`config.mk`:
```
export PLATFORM = sky130hd
export DESIGN_NAME = fifo_fwft
export DESIGN_NICKNAME = d
export VERILOG_FILES = /design/src/rtl/fifo_fwft.sv
export SDC_FILE = /design/constraint.sdc
export NUM_CORES = 2
export LEC_CHECK = 0
export BUFFER_PORTS_ARGS = -buffer_cell sky130_fd_sc_hd__buf_2
export CORE_MARGIN = 1.5
export CORE_UTILIZATION = 45
export CTS_CLUSTER_SIZE = 8
export DETAILED_ROUTE_END_ITERATION = 6
export GPL_ROUTABILITY_DRIVEN = 0
export PLACE_DENSITY = 0.63
export SLEW_MARGIN = 20
export SYNTH_ARGS = -nofsm -noshare
export SYNTH_HDL_FRONTEND = slang
export SYNTH_SLANG_ARGS = --single-unit
```
`constraint.sdc`:
```
create_clock -name clk -period 5.08 [get_ports clk]
set_clock_uncertainty 0.2 [all_clocks]
set_input_delay 0.762 -clock clk [delete_from_list [all_inputs] [get_ports clk]]
set_output_delay 0.762 -clock clk [all_outputs]
set_load 0.02 [all_outputs]
```
`src/rtl/fifo_fwft.sv`:
```
// fifo_fwft: first-word-fall-through FIFO. The RAM is a block RAM with a
// 1-cycle synchronous read. A two-entry output stage (OREG, then PREG) hides
// that latency, so the head word is always presented on out_data.
// Total capacity is DEPTH + 2 entries.
//
// Ports:
//   clk, rst            clock; synchronous active-high reset (rst wins over flush)
//   flush               synchronous clear of all contents
//   in_data/in_valid    producer side; a push happens when in_valid && in_ready
//   in_ready
//   out_data/out_valid  consumer side; a pop happens when out_valid && out_ready
//   out_ready
//   count               occupancy (RAM + read in flight + output stage)
//   almost_full         count >= AFULL_THRESH
//   almost_empty        count <= AEMPTY_THRESH
//
// Output-stage states:
//   state    | meaning
//   ST_EMPTY | OREG and PREG both empty
//   ST_ONE   | OREG valid, PREG empty
//   ST_TWO   | OREG and PREG both valid
module fifo_fwft #(
  parameter int DWIDTH        = 16,
  parameter int ADDR_WIDTH    = 7,
  parameter int AFULL_THRESH  = (2**ADDR_WIDTH) - 4,
  parameter int AEMPTY_THRESH = 2
) (
  input  logic                  clk,
  input  logic                  rst,
  input  logic                  flush,
  input  logic [DWIDTH-1:0]     in_data,
  input  logic                  in_valid,
  output logic                  in_ready,
  output logic [DWIDTH-1:0]     out_data,
  output logic                  out_valid,
  input  logic                  out_ready,
  output logic [ADDR_WIDTH:0]   count,
  output logic                  almost_full,
  output logic                  almost_empty
);

  localparam int DEPTH = 2**ADDR_WIDTH;
  localparam int CAP   = DEPTH + 2;
  localparam logic [ADDR_WIDTH:0] CAP_C    = CAP[ADDR_WIDTH:0];
  localparam logic [ADDR_WIDTH:0] AFULL_C  = AFULL_THRESH[ADDR_WIDTH:0];
  localparam logic [ADDR_WIDTH:0] AEMPTY_C = AEMPTY_THRESH[ADDR_WIDTH:0];
  localparam logic [ADDR_WIDTH:0] ONE_C    = 1;

  typedef enum logic [1:0] {ST_EMPTY, ST_ONE, ST_TWO} stage_t;

  stage_t state, state_next;

  logic [DWIDTH-1:0]   mem [DEPTH];
  logic [DWIDTH-1:0]   ram_q;
  logic [DWIDTH-1:0]   oreg, preg, oreg_next, preg_next, arr0;
  logic [ADDR_WIDTH:0] wr_ptr, rd_ptr;
  logic                rd_vld;
  logic                push, pop, ram_empty, push_stage, ram_we, ram_re;
  logic [1:0]          occ, held, arrivals, occ_next;

  assign ram_empty    = (wr_ptr == rd_ptr);
  assign in_ready     = ~rst & ~flush & (count < CAP_C);
  assign out_valid    = (state != ST_EMPTY);
  assign out_data     = oreg;
  assign almost_full  = (count >= AFULL_C);
  assign almost_empty = (count <= AEMPTY_C);
  assign push         = in_valid & in_ready;
  assign pop          = out_valid & out_ready & ~rst & ~flush;

  // Words enter the output stage in FIFO order: first the returning RAM read
  // (which is older), then a bypassed push. A push may only bypass the RAM
  // when the RAM holds nothing and the stage still has room after the read
  // return. As a result, whenever the RAM is non-empty, either PREG is full
  // or a read is in flight. That keeps the RAM from ever overfilling.
  always_comb begin
    state_next = state;
    oreg_next  = oreg;
    preg_next  = preg;
    occ        = 2'd0;
    push_stage = 1'b0;
    ram_we     = 1'b0;
    ram_re     = 1'b0;
    arr0       = rd_vld ? ram_q : in_data;

    case (state)
      ST_ONE:  occ = 2'd1;
      ST_TWO:  occ = 2'd2;
      default: occ = 2'd0;
    endcase

    held       = occ - {1'b0, pop};
    push_stage = push & ram_empty & ((held + {1'b0, rd_vld}) < 2'd2);
    ram_we     = push & ~push_stage;
    arrivals   = {1'b0, rd_vld} + {1'b0, push_stage};
    occ_next   = held + arrivals;

    // Issue a read only if the returning word is sure to find a free slot
    // next cycle, even when nothing is popped then.
    ram_re = ~rst & ~flush & ~ram_empty & (occ_next < 2'd2);

    if (pop && state == ST_TWO) oreg_next = preg;
    case (held)
      2'd0: begin
        if (arrivals != 2'd0) oreg_next = arr0;
        if (arrivals == 2'd2) preg_next = in_data;
      end
      2'd1: begin
        if (arrivals != 2'd0) preg_next = arr0;
      end
      default: ;
    endcase

    case (occ_next)
      2'd0:    state_next = ST_EMPTY;
      2'd1:    state_next = ST_ONE;
      default: state_next = ST_TWO;
    endcase
  end

  always_ff @(posedge clk) begin
    if (rst || flush) begin
      state  <= ST_EMPTY;
      wr_ptr <= '0;
      rd_ptr <= '0;
      rd_vld <= 1'b0;
      count  <= '0;
    end else begin
      state  <= state_next;
      rd_vld <= ram_re;
      if (ram_we) wr_ptr <= wr_ptr + ONE_C;
      if (ram_re) rd_ptr <= rd_ptr + ONE_C;
      case ({push, pop})
        2'b10:   count <= count + ONE_C;
        2'b01:   count <= count - ONE_C;
        default: count <= count;
      endcase
    end
  end

  // Output-stage data needs no reset; state alone qualifies it.
  always_ff @(posedge clk) begin
    oreg <= oreg_next;
    preg <= preg_next;
  end

  always_ff @(posedge clk) begin
    if (ram_we) mem[wr_ptr[ADDR_WIDTH-1:0]] <= in_data;
    if (ram_re) ram_q <= mem[rd_ptr[ADDR_WIDTH-1:0]];
  end

endmodule

```
# Word level (Yosys, flattened, before mapping)
# Memories as Yosys holds them, arrays and structs flattened. A register that Yosys moved wholly into a read port is not among the register bits.
# Index checks and enable logic that the tools add are counted.
# word_totals
regBits	59
ramBits	2048
word_cells	67
mem_count	1
# op_classes
add_sub_neg	8
order_cmp	5
eq_ne	10
mux	12
n_bitwise	15
reduce_logical	9
# memory_table
name	words	width	read_ports	rd_clocked_by_memory_dff	write_ports	line_no	rtl
mem	128	16	1	1	1	53	logic [DWIDTH-1:0] mem [DEPTH];
# ops
cell	count
two-way mux 16 bit	6
one-hot mux 16 bit (2 select lines)	1
adder 8 x 1 -> 8 bit (second input constant)	3
one-hot mux 8 bit (2 select lines)	1
AND 1 bit	11
equality test 2 x 1 -> 1 bit (second input constant)	4
equality test 8 bit	1
>= comparator 8 x 7 -> 1 bit (second input constant)	1
<= comparator 8 x 2 -> 1 bit (second input constant)	1
< comparator 8 bit (second input constant)	1
one-hot mux 2 bit (2 select lines)	2
nonzero test 2 bit	4
subtractor 8 x 1 -> 8 bit (second input constant)	1
equality test 2 bit (second input constant)	3
zero test 2 bit	2
< comparator 2 bit (second input constant)	2
!= test 2 bit (second input constant)	2
NOT 1 bit	4
AND reduction 3 bit	1
adder 1 x 1 -> 2 bit	1
adder 2 x 1 -> 2 bit	1
adder 2 bit	1
two-way mux 1 bit	2
subtractor 2 x 1 -> 2 bit	1
other kinds (2)	2

# Depth between registers and ports, before layout
# logic_depth
word_depth	12
mapped_depth	15
depth_no_buf	14

# Worst setup path before layout
# OpenSTA, ideal clock, no wires.
# synth_path
path_type	input-to-reg
start	input port rst
end	register ram_q[0] (read register of mem) (enable)
arrival_ns	3.956
setup_slack_ns	0.550
path_stages	13
n_path_buf	1
path_cell_list	nor2_1 clkbuf_1 and3_1 ha_1 nor2b_1 xnor3_1 nand4_1 ha_1 ha_1 xor2_1 xnor3_1 a21boi_1 and2_1
# synth_via
elab_chain_cells	11
# synth_rtl
item	line_no	rtl
start: declaration	29	input logic rst,
NOT 1 bit (*)	62, 68, 99	
AND 1 bit (2 in series)	68	assign pop = out_valid & out_ready & ~rst & ~flush;
subtractor 2 x 1 -> 2 bit	91	held = occ - {1'b0, pop};
adder 2 x 1 -> 2 bit	92	push_stage = push & ram_empty & ((held + {1'b0, rd_vld}) < 2'd2);
< comparator 2 bit	92	
AND 1 bit	92	
adder 1 x 1 -> 2 bit	94	arrivals = {1'b0, rd_vld} + {1'b0, push_stage};
adder 2 bit	95	occ_next = held + arrivals;
< comparator 2 bit	99	ram_re = ~rst & ~flush & ~ram_empty & (occ_next < 2'd2);
AND 1 bit (*)	99	
net ram_re	58	logic push, pop, ram_empty, push_stage, ram_we, ram_re;
end: declaration	54	logic [DWIDTH-1:0] ram_q;
# The timed path passes the listed nets; every way through them passes the cells marked *.
# A chain may end at the register's enable or synchronous reset.

# Final worst setup path
# layout_path
start	register rd_ptr[0]
end	register ram_q[4] (read register of mem), data pin
# layout_via
elab_chain_cells	7
# layout_rtl
item	line_no	rtl
start: declaration	56	logic [ADDR_WIDTH:0] wr_ptr, rd_ptr;
start signal: assignment	131	if (ram_re) rd_ptr <= rd_ptr + ONE_C;
equality test 8 bit	61	assign ram_empty = (wr_ptr == rd_ptr);
AND 1 bit (2 in series)	92	
adder 1 x 1 -> 2 bit	94	
adder 2 bit	95	
< comparator 2 bit	99	
AND 1 bit	99	
# Several ways; a longest one is shown, not always the timed one.

==> results.env <==
CTSRESIZECOUNT=0
CTS-HTREE-LEVELS=5
ROUTED_WL_MM=218
CHIPHEIGHT_UM=431
NUMCLOCKSINKS=2123
YOSYSWARNINGS=0
DETAILEDPLACEMENTHPWL_MM=130
MIN_PATH_TYPE='in2reg'
POST-ROUTE-PERIOD-UTIL=0.880
NETLIST-CELL-TYPE-COUNT=76
CELL_COUNT_AFTER_SYNTHESIS=3967
CLKSLEWWORSTSETUPHOLDPATHS_NS=0.05
SYNTH_NETS=4002
CLOCK-ROOT-BUFFER='clkbuf_16'
RR_STARTPOINT='rd_ptr[0]$_SDFFE_PP0P_'
NUMPORTBUFFERS=48
PLACEMENT.CELL_AREA_UM2=86700
CRITICAL-PATH-SLOWEST-CELL='dfxtp_4'
DRT-INITIAL-DRC-COUNT=6040
GRTUSAGETOTAL=0.235
FINALNETCOUNT=4416
POST-ROUTE-DRC-COUNT=0
NFILLCELLS=13900
WORST-PATH-BUF-INV=1
REPORT.FINAL.SETUP_VIOL=0
LAUNCH_POINT_OF_THE_WORST_HOLD_PATH='in_data[10]'
GR-TOTAL-OVERFLOW=0
CLOCK.FMAX_MHz=224
WORSTPATHARRIVAL_NS=4.85
SYNTH-EDFF-COUNT=2080
CRIT_FAMILY='flip-flops'
START_KIND='flop'
OUTCOME='finished clean'
SYN_AVG_CELL_AREA_UM2=20.8
VIAS=42200
LAYOUT.AREA.SEQ_UM2=63300
RELSLEWSLACK=0.235
VIAS_PER_CELL=6.21
DESIGN.DIE.AREA_UM2=186000
MAX_SLEW.WORST_PIN.SLEW_NS=1.15
ANTENNA_VIOLATIONS_BEFORE_REPAIR=3
CELL_AREA_AFTER_SYNTHESIS_UM2=82400
DRT_PASS1_ITERATIONS=6
HOLD_VIOL_FINAL=0
FP.DIEW_UM=431
GRT_PASS1_WL_MM=309
POST-CTS-SETUP-BUFFER-COUNT=0
POST_CTS_HOLD_FIX_BUFS=0
ASYNC_FLOP_SHARE=0
PERIOD_MINUS_SLACK_NS=4.47
START_UTIL=0.455
GRT_SETUP_UNREPAIRED='false'
FINALMAXSLEWVIOLATIONS=0
CRITPATHREQUIREDTIME_NS=5.46
PATH_CLASS='reg2reg'
SYNTH_SEQUENTIAL_AREA_RATIO=0.768
WORSTSETUPSTARTPOINT='rd_ptr[0]$_SDFFE_PP0P_'
CTS_BUFFERS=315
MULTI_INPUT_AREA_UM2=17800
GRT_START_MAX_NET_PINS=131
PLACEABLECOREAREA_UM2=181000
ENDPOINT_KIND='flop'
TRITONCTS='yes'
SLOWEST_DELAY_NS=0.92
FINAL.SETUP.TNS_NS=0
POSTSYNTHREGISTERBITS=2123
WORSTSKEWPAIRLATENCY_NS=0.92
YS_DOMINANT_REG_CELL='edfxtp_1'
CLOCK_TREE.BUFFER_DEPTH=4
DRV_CAP=0
GRT_PASS1_VIAS=41600
IOPINCOUNT=49
CORE.ROWCOUNT=156
POST_ROUTE_CELLS_DRIVE_ABOVE_1_SHARE=0.257
POST_DRT_WL_PER_CELL_UM=32.2
POWER_LEAKAGE_nW=29.2
FLOW.AREA_GROWTH_FROM_SYNTHESIS_PCT=15.2
DRT.ANTENNA.VIOLATING_NETS=0
PATH_CELLS='buf_12 -> mux4_2 -> mux2i_1 -> o22ai_1 -> nor4_1 -> a22oi_1'
PATH_MAX_FANOUT=83
VDD_IR_DROP_MAX_uV=321
POWER_PER_CELL_AREA_nW_PER_UM2=397
POSTLAYOUTCELLAREA_UM2=95000
through the flow:
| step | setup slack (ns) | cells | hold slack [ns] | power [W] | util |
|---|---|---|---|---|---|
| 3_3_place_gp | 0.427 | 6433 | 0.276 | 0.0201 | 0.478 |
| 4_1_cts | 0.577 | 6788 | 0.0799 | 0.0380 | 0.524 |
| 5_1_grt | 0.518 | 6788 | 0.0928 | 0.0387 | 0.524 |
| 2_1_floorplan | 0.550 | 3967 | 0.255 | 0.0197 | - |
| 3_5_place_dp | 0.397 | 6434 | 0.284 | 0.0201 | 0.478 |
| 6_report | 0.609 | 6789 | 0.118 | 0.0377 | 0.524 |
sequential cells by signal, summed over array words and instances, names as in the netlist:
name and cells:
mem 2048, out_data 16, preg 16, ram_q 16, count 8, rd_ptr 8
wr_ptr 8, state 2, rd_vld 1
path summary, 6_finish.rpt:
kind / depth (start not counted) / slack [ns] / to
max: 6 / 0.61 / ram_q[4]$_DFFE_PP_
min: 1 / 0.12 / mem[97][10]$_DFFE_PP_
max reg2reg: 6 / 0.61 / ram_q[4]$_DFFE_PP_
min reg2reg: 2 / 0.29 / out_data[2]$_DFF_P_
synthesized netlist by cell type, drive strengths merged (6+ instances only):
| cell type | n | share of area |
|---|---|---|
| nand3 | 43 | 0.0028 |
| xor2 | 19 | 0.0020 |
| dfxtp | 43 | 0.010 |
| a31oi | 19 | 0.0014 |
| nand2 | 98 | 0.0045 |
| and3 | 7 | 0.00053 |
| a22oi | 88 | 0.0080 |
| inv | 11 | 0.00050 |
| a211oi | 47 | 0.0043 |
| a211o | 9 | 0.00096 |
| mux4 | 408 | 0.11 |
| mux2i | 266 | 0.032 |
| a21oi | 61 | 0.0037 |
| a2111oi | 17 | 0.0019 |
| o21ai | 29 | 0.0018 |
| ha | 13 | 0.0020 |
| and2 | 10 | 0.00079 |
| nor4 | 10 | 0.00076 |
| clkbuf | 75 | 0.0034 |
| o211ai | 11 | 0.0010 |
| nor3 | 15 | 0.00091 |
| nor2b | 32 | 0.0024 |
| edfxtp | 2080 | 0.76 |
| a221oi | 10 | 0.0011 |
| buf | 150 | 0.013 |
| xnor2 | 6 | 0.00064 |
| o221ai | 30 | 0.0032 |
| mux2 | 28 | 0.0038 |
| a22o | 23 | 0.0024 |
| o22ai | 60 | 0.0046 |
| nor2 | 187 | 0.0085 |
cells by family after synthesis:
logic type                 count (synthesis)  synth area share
xor gates and xnor gates                  27           0.00320
DFF                                     2123             0.768
buffers and inverters                    237            0.0167
AOI/OAI and AO/OA                        431            0.0373
muxes                                    702             0.148
adders and majority gates                 14           0.00222
and+or+nand+nor                          433            0.0248
area by class of cell:
class | count | share of cell area
repair buffers | 322 | 0.0272
flip-flops and latches | 2123 | 0.667
well taps | 2370 | 0.0312
inverters | 12 | 0.000474
clock buffers | 348 | 0.0861
diodes | 1 | 0.0000263
multi-input cells | 1607 | 0.188
clock inverters | 6 | 0.000672
cells in the final DEF (no fill, tap or decap), types with 23 or more instances in the layout:
master     netlist  final
edfxtp_1      2080   2080
mux4_2         408    408
clkbuf_16        0    323
buf_4           24    270
mux2i_1        266    266
nor2_1         186    174
nand2_1         97     97
a22oi_1         88     88
a21oi_1         61     61
o22ai_1         60     60
a211oi_1        47     47
nand3_1         41     41
dfxtp_1         43     36
buf_2           80     32
o221ai_1        30     30
nor2b_1         32     28
mux2_2          28     28
o21ai_0         28     27
clkbuf_1        73     25
a22o_1          23     23
layer usage:
metal,up-vias,global-route usage,part of all wire
met2,2242,0.353,0.46
li1,17300,-,-
met4,2,0.0790,0.032
met1,22300,0.341,0.41
met5,-,0,0.000060
met3,358,0.0534,0.096
power breakdown:
part | internal [W] | switching (W) | total (W)
sequential | 0.0193 | 0.0000422 | 0.0193
clock | 0.0111 | 0.00678 | 0.0179
combinational | 0.0000766 | 0.000412 | 0.000489
No activity file was read; power rests on OpenSTA's default activity.
